### config.mk
export PLATFORM = sky130hd
export DESIGN_NAME = toggle_stim_gen
export DESIGN_NICKNAME = d
export VERILOG_FILES = /design/src/rtl/toggle_stim_gen.sv
export SDC_FILE = /design/constraint.sdc
export NUM_CORES = 1
export LEC_CHECK = 0
export ABC_AREA = 1
export CORE_ASPECT_RATIO = 2
export CORE_UTILIZATION = 38
export CTS_BUF_LIST = sky130_fd_sc_hd__clkbuf_8
export CTS_CLUSTER_DIAMETER = 120
export DETAILED_ROUTE_END_ITERATION = 6
export PLACE_DENSITY = 0.56
export SLEW_MARGIN = 30
export SYNTH_ARGS = -nofsm -noshare
export SYNTH_HDL_FRONTEND = slang
export SYNTH_SLANG_ARGS = --single-unit
### constraint.sdc
create_clock -name clk -period 3.9 [get_ports clk]
set_clock_uncertainty 0.1 [all_clocks]
set_input_delay 0.39 -clock clk [delete_from_list [all_inputs] [get_ports clk]]
set_output_delay 0.39 -clock clk [all_outputs]
set_load 0.02 [all_outputs]
### src/rtl/toggle_stim_gen.sv
// Single-bit stimulus source with random/toggle/hold burst modes.
// Each issued bit is flagged when it differs from the previous one, and the changes are counted per burst.
//
// state | meaning
// IDLE  | waiting for start; outputs quiet, a holds
// RUN   | issuing rem more bits; rem==0 means the last bit is already out
// DONE  | one-cycle done pulse, busy still high
module toggle_stim_gen #(
  parameter int                LFSR_W = 16,
  parameter logic [LFSR_W-1:0] SEED   = 16'hACE1,
  parameter int                CNT_W  = 8
) (
  input  logic             clk,
  input  logic             rst_n,
  input  logic             start,
  input  logic [1:0]       mode,
  input  logic [CNT_W-1:0] len,
  output logic             a,
  output logic             a_vld,
  output logic             changed,
  output logic             busy,
  output logic             done,
  output logic [CNT_W-1:0] chg_count
);

  localparam logic [LFSR_W-1:0] SEED_EFF = (SEED == '0) ? LFSR_W'(1) : SEED;
  localparam logic [LFSR_W-1:0] TAPS     = LFSR_W'(16'hB400);

  typedef enum logic [1:0] {IDLE, RUN, DONE} state_t;

  state_t           state;
  logic [1:0]       mode_q;
  logic [CNT_W-1:0] rem;
  logic [LFSR_W-1:0] lfsr;
  logic [LFSR_W-1:0] lfsr_nxt;
  logic             bit_nxt;

  assign lfsr_nxt = lfsr[0] ? ((lfsr >> 1) ^ TAPS) : (lfsr >> 1);

  always_comb begin
    bit_nxt = lfsr[0];
    case (mode_q)
      2'b01:   bit_nxt = ~a;
      2'b10:   bit_nxt = a;
      default: bit_nxt = lfsr[0];
    endcase
  end

  always_ff @(posedge clk or negedge rst_n) begin
    if (!rst_n) begin
      state     <= IDLE;
      mode_q    <= 2'b00;
      rem       <= '0;
      lfsr      <= SEED_EFF;
      a         <= 1'b0;
      a_vld     <= 1'b0;
      changed   <= 1'b0;
      busy      <= 1'b0;
      done      <= 1'b0;
      chg_count <= '0;
    end else begin
      case (state)
        IDLE: begin
          a_vld   <= 1'b0;
          changed <= 1'b0;
          done    <= 1'b0;
          busy    <= 1'b0;
          // len==0 passes through RUN with nothing to issue, giving the same done timing
          if (start) begin
            mode_q    <= mode;
            rem       <= len;
            chg_count <= '0;
            busy      <= 1'b1;
            state     <= RUN;
          end
        end
        RUN: begin
          if (rem == '0) begin
            a_vld   <= 1'b0;
            changed <= 1'b0;
            done    <= 1'b1;
            state   <= DONE;
          end else begin
            a       <= bit_nxt;
            a_vld   <= 1'b1;
            changed <= (bit_nxt != a);
            rem     <= rem - CNT_W'(1);
            if ((bit_nxt != a) && (chg_count != '1))
              chg_count <= chg_count + CNT_W'(1);
            if (mode_q != 2'b01 && mode_q != 2'b10)
              lfsr <= lfsr_nxt;
          end
        end
        DONE: begin
          done  <= 1'b0;
          busy  <= 1'b0;
          state <= IDLE;
        end
        default: state <= IDLE;
      endcase
    end
  end

endmodule
## Yosys cells after proc, flatten, opt, wreduce, memory -nomap -nowiden

Cells that the tools add are included.

| storage, ports and cells | value |
|---|---|
| word-level logic and storage cells | 62 |
| register bits after elaboration | 41 |
| RAM bits | 0 |
| memories | 0 |
| latch bits | 0 |
| ROM bits | 0 |

| operators by class | value |
|---|---|
| reductions and logical operators | 15 |
| shift-type cells | 0 |
| divide/modulo/power cells | 0 |
| equality and inequality tests | 12 |
| multiply operators | 0 |
| bitwise gates (word level) | 3 |
| $add $sub $neg | 2 |
| magnitude comparators | 0 |
| mux-type cells | 20 |

Operators by type and width:

| kind | count |
|---|---|
| two-way mux 8 bit | 5 |
| one-hot mux 8 bit (2 select lines) | 2 |
| two-way mux 16 bit | 1 |
| inequality test 2 bit, second input constant | 5 |
| one-hot mux 1 bit (2 select lines) | 5 |
| adder 8 x 1 -> 8 bit, second input constant | 1 |
| logical NOT 8 bit | 1 |
| inequality test 8 bit, second input constant | 1 |
| AND reduction 2 bit | 4 |
| subtractor 8 x 1 -> 8 bit, second input constant | 1 |
| AND reduction 3 bit | 2 |
| nonzero test 2 bit | 3 |
| equality test 2 x 1 -> 1 bit, second input constant | 2 |
| equality test 2 bit, second input constant | 2 |
| two-way mux 1 bit | 4 |
| two-way mux 2 bit | 2 |
| inverter 3 -> 4 bit | 1 |
| one-hot mux 2 bit (2 select lines) | 1 |
| AND reduction 4 bit | 1 |
| logical AND 1 bit | 2 |
| logical NOT 2 bit | 1 |
| inequality test 2 x 1 -> 1 bit, second input constant | 1 |
| inverter 1 bit | 2 |
| OR reduction 2 bit | 1 |
| inequality test 1 bit | 1 |

## Depth between registers and ports, before layout

| depth | value |
|---|---|
| depth after elaboration | 7 |
| mapped depth | 11 |
| mapped depth without buffers | 11 |

## Worst setup path after synthesis

No wires, ideal clock.

| timing path | value |
|---|---|
| path type | register to register |
| from | register chg_count[0] |
| to | register chg_count[0] |
| cell stages (with the launch flop) | 11 |
| required time | 3683 ps |
| data arrival time | 1438 ps |
| slack | 2245 ps |
| buffers on the path | 0 |
| clock period less this slack | 1655 ps |
| cells stage by stage | dfrtp_1 ha_1 nand2_1 nor2_1 nand2_1 nor2_1 nor2_2 nand2_4 nand2_4 nand2_1 nand2_1 |

| between the ends | value |
|---|---|
| word-level cells in the longest chain between the ends | 4 |
| elaborated cells on any way between the ends | 8 |

RTL lines:

| what | RTL line | source |
|---|---|---|
| start: declaration | 23 | `output logic [CNT_W-1:0] chg_count` |
| start signal: assignment | 89 | `chg_count <= chg_count + CNT_W'(1);` |
| adder 8 x 1 -> 8 bit or inequality test 8 bit (tied branches) | 89, 88 |  |
| two-way mux 8 bit or logical AND 1 bit (tied branches) | 88 | `if ((bit_nxt != a) && (chg_count != '1))` |
| two-way mux 8 bit or inequality test 2 bit (tied branches) | - |  |
| one-hot mux 8 bit (2 select lines) or AND reduction 4 bit (tied branches) | - |  |

Parallel ways exist; a longest one is shown, timed or not. The select of a mux whose other input is x is not followed.
A chain may end at the register's enable or synchronous reset.

## Final worst setup path

| timing path | value |
|---|---|
| from | register chg_count[4] |
| to | output port chg_count[4] |

No word-level cell between the ends.

==> metrics.md <==
| Metric | Value |
|---|---|
| Status | completed |
| Commonest non-fill, non-tap cell in the layout | nand2_1 |
| WP buf/inv | 1 |
| Max Fclk | 0.535 GHz |
| Worst Setup Slack, final | around 2000 ps |
| Synth Register Bits | 41 |
| Iteration-0 DRC count of the detailed router | 38 |
| Final period util | 0.480 |
| WL/cell | around 12 um |
| Final HPWL DP | 3.00 mm |
| Routability cong. | ~0.8 |
| Clk buf depth | 2 |
| Most frequent cells in the layout | nand2_1 (81), dfrtp_1 (33), clkdlybuf4s50_1 (24) |
| P_leak | between 1 and 1.5 nW |
| Clock sink count | a little over 40 |
| Initial antenna violation count | 0 |
| Vias in the first global route | 1600 |
| Starting Density | 0.392 |
| Crit path kind | reg2out |
| CP required | between 3000 and 4000 ps |
| Finished Layout Cells | 342 |
| Worst slew pin tran | around 610 ps |
| Tot Pwr | 0.000796 W |
| Final setup viols | 0 |
| Worst-path cell with the longest stage delay | clkdlybuf4s50_1 |
| Syn Area/Cell | 8.30 um2 |
| Final nets | 299 |
| Post-CTS sizing | 0 |
| H-tree Lvls | 2 |
| DR pass1 iterations | 4 |
| TritonCTS clock tree | built |
| Setup TNS | 0 ps |
| Total setup buffers inserted after CTS | 0 |
| Core area | approximately 5400 um2 |
| PortBufs | 25 |
| Clock latency on the worst-skew pair | 290 ps |
| DR vias | 1665 |
| Largest net degree at the start of global routing | 42 |
| Delay-heaviest family, CP | buffers and inverters |
| Final WL | roughly 4.3 mm |
| Row count | 38 |
| Dpl ws | approximately 1800 ps |
| Crit path cell chain | clkdlybuf4s50_1 |
| Vert. Die Dim | around 110 um |
| Clock Tree Root | clkbuf_8 |
| Max-cap violations | 0 |
| Seq/Total Area, Yosys | 0.491 |
| CP Max Fanout | 6 |
| Max incr delay on CP | between 600 and 700 ps |
| Hold Path Class | reg2reg |
| Final hold vios | 0 |
| Power density cells | roughly 320 nW/um2 |
| Width of the die | about 55 um |
| Yosys warnings | 0 |
| Post-route ant nets | 0 |
| Cells after Synth | approximately 250 |
| DR vias/cell | 4.87 |
| Slew Viols, Final | 0 |
| Final Util | 0.466 |
| RSZ-0062 raised after global routing | no |
| Grt ovf | 0 |
| Tmin final | approximately 1900 ps |
| TritonCTS Buffers | 5 |
| Worst slew margin | 0.593 |
| WP data arrival | between 1000 and 1500 ps |
| Number of hold buffers added after CTS | 0 |
| Post-Synthesis Cell Area | ~2100 um2 |
| Layout Area Growth over Synthesis | 18.8% |
| Drt drc | 0 |
| # diodes | 0 |
| Fill count | between 500 and 600 |
| Global-route wire length before repair | between 7 and 8 mm |
| Reg clk slew, reported paths | around 80 ps |
| Synth cell types | 28 |
| Die ar. | 5870 um2 |
| Peak VDD IR | 0.227 mV |
| I/O pins | 26 |
| Total track usage | 0.167 |
| Inst Count DP | 333 |
| Syn_nets | between 200 and 300 |
| Setup crit start kind | flip-flop |
| CP endpoint kind | output pin |
| Share of cells above drive strength 1 | 0.128 |
## synth_stat cells, drive strengths merged
| cell | number | area share |
|---|---|---|
| inv | 24 | 0.045 |
| buf | 6 | 0.025 |
| a21boi | 1 | 0.0036 |
| o211ai | 2 | 0.012 |
| dfstp | 8 | 0.10 |
| xor2 | 1 | 0.0042 |
| nand3 | 13 | 0.031 |
| or2 | 1 | 0.0030 |
| nor2 | 26 | 0.057 |
| dfrtp | 33 | 0.39 |
| o21bai | 1 | 0.0036 |
| nand4 | 2 | 0.0059 |
| xnor2 | 4 | 0.017 |
| nand2 | 88 | 0.17 |
| o21ai | 31 | 0.079 |
| ha | 5 | 0.030 |
| a21oi | 6 | 0.014 |
| o21a | 2 | 0.0071 |
## flip-flops by register name (all words and copies together) (netlist names)
| signal | count |
|---|---|
| a_vld | 1 |
| mode_q | 2 |
| rem | 8 |
| a | 1 |
| chg_count | 8 |
| changed | 1 |
| lfsr | 16 |
| done | 1 |
| state | 2 |
| busy | 1 |
## path summary, 6_finish.rpt
| kind | start | endpoint | slack, ps | cells after the start |
|---|---|---|---|---|
| max reg2reg | state[1]$_DFFE_PN0P_ | lfsr[12]$_DFFE_PN0P_ | 2050 | 6 |
| min in group asynchronous | rst_n | rem[0]$_DFFE_PN0P_ | 510 | 2 |
| min | lfsr[15]$_DFFE_PN1P_ | lfsr[15]$_DFFE_PN1P_ | 380 | 2 |
| max | chg_count[4]$_DFFE_PN0P_ | chg_count[4] | 2030 | 1 |
| min reg2reg | lfsr[15]$_DFFE_PN1P_ | lfsr[15]$_DFFE_PN1P_ | 380 | 2 |
| max in group asynchronous | rst_n | lfsr[13]$_DFFE_PN1P_ | 2820 | 2 |
## routing by layer
layer / up-vias / GRT usage / part of all wire
li1: 856 / - / -
met4: 0 / 0.0659 / 0.022
met5: - / 0 / 0
met1: 771 / 0.201 / 0.44
met3: 8 / 0.0353 / 0.027
met2: 30 / 0.275 / 0.51
## per-stage QoR
step | instance area (um2) | hold WS (ps)
floorplan | 2110 | -5.59
global placement | 2380 | 362
detailed placement | 2380 | 368
CTS | 2490 | 151
global route | 2500 | 400
finish | 2500 | 376
## power by group
part	leakage (nW)	internal (W)	total, W	switching (W)
sequential	0.509	0.000425	0.000425	0
clock	0.0543	0.000192	0.000350	0.000158
combinational	0.594	0.0000109	0.0000209	0.0000101
total	1.16	0.000628	0.000796	0.000168
## kinds of logic after synthesis
logic type               Yosys count  synth area share
flip-flops                        41             0.491
AND/OR/NAND/NOR                  130             0.269
AO/OA/AOI/OAI                     43             0.119
XOR/XNOR                           5            0.0208
buffers and inverters             30            0.0700
adder cells (fa/ha/maj)            5            0.0297
## cell type report
cell class | count | area [um2] | area share
Timing Repair Buffer | 26 | 258 | 0.103
Multi-Input combinational cell | 183 | 925 | 0.369
Clock buffer | 5 | 68.8 | 0.0275
Clock inverter | 3 | 46.3 | 0.0185
Tap cell | 60 | 75.1 | 0.0300
Inverter | 24 | 95.1 | 0.0380
Sequential cell | 41 | 1040 | 0.414
Power figures use the tool's default switching activity.
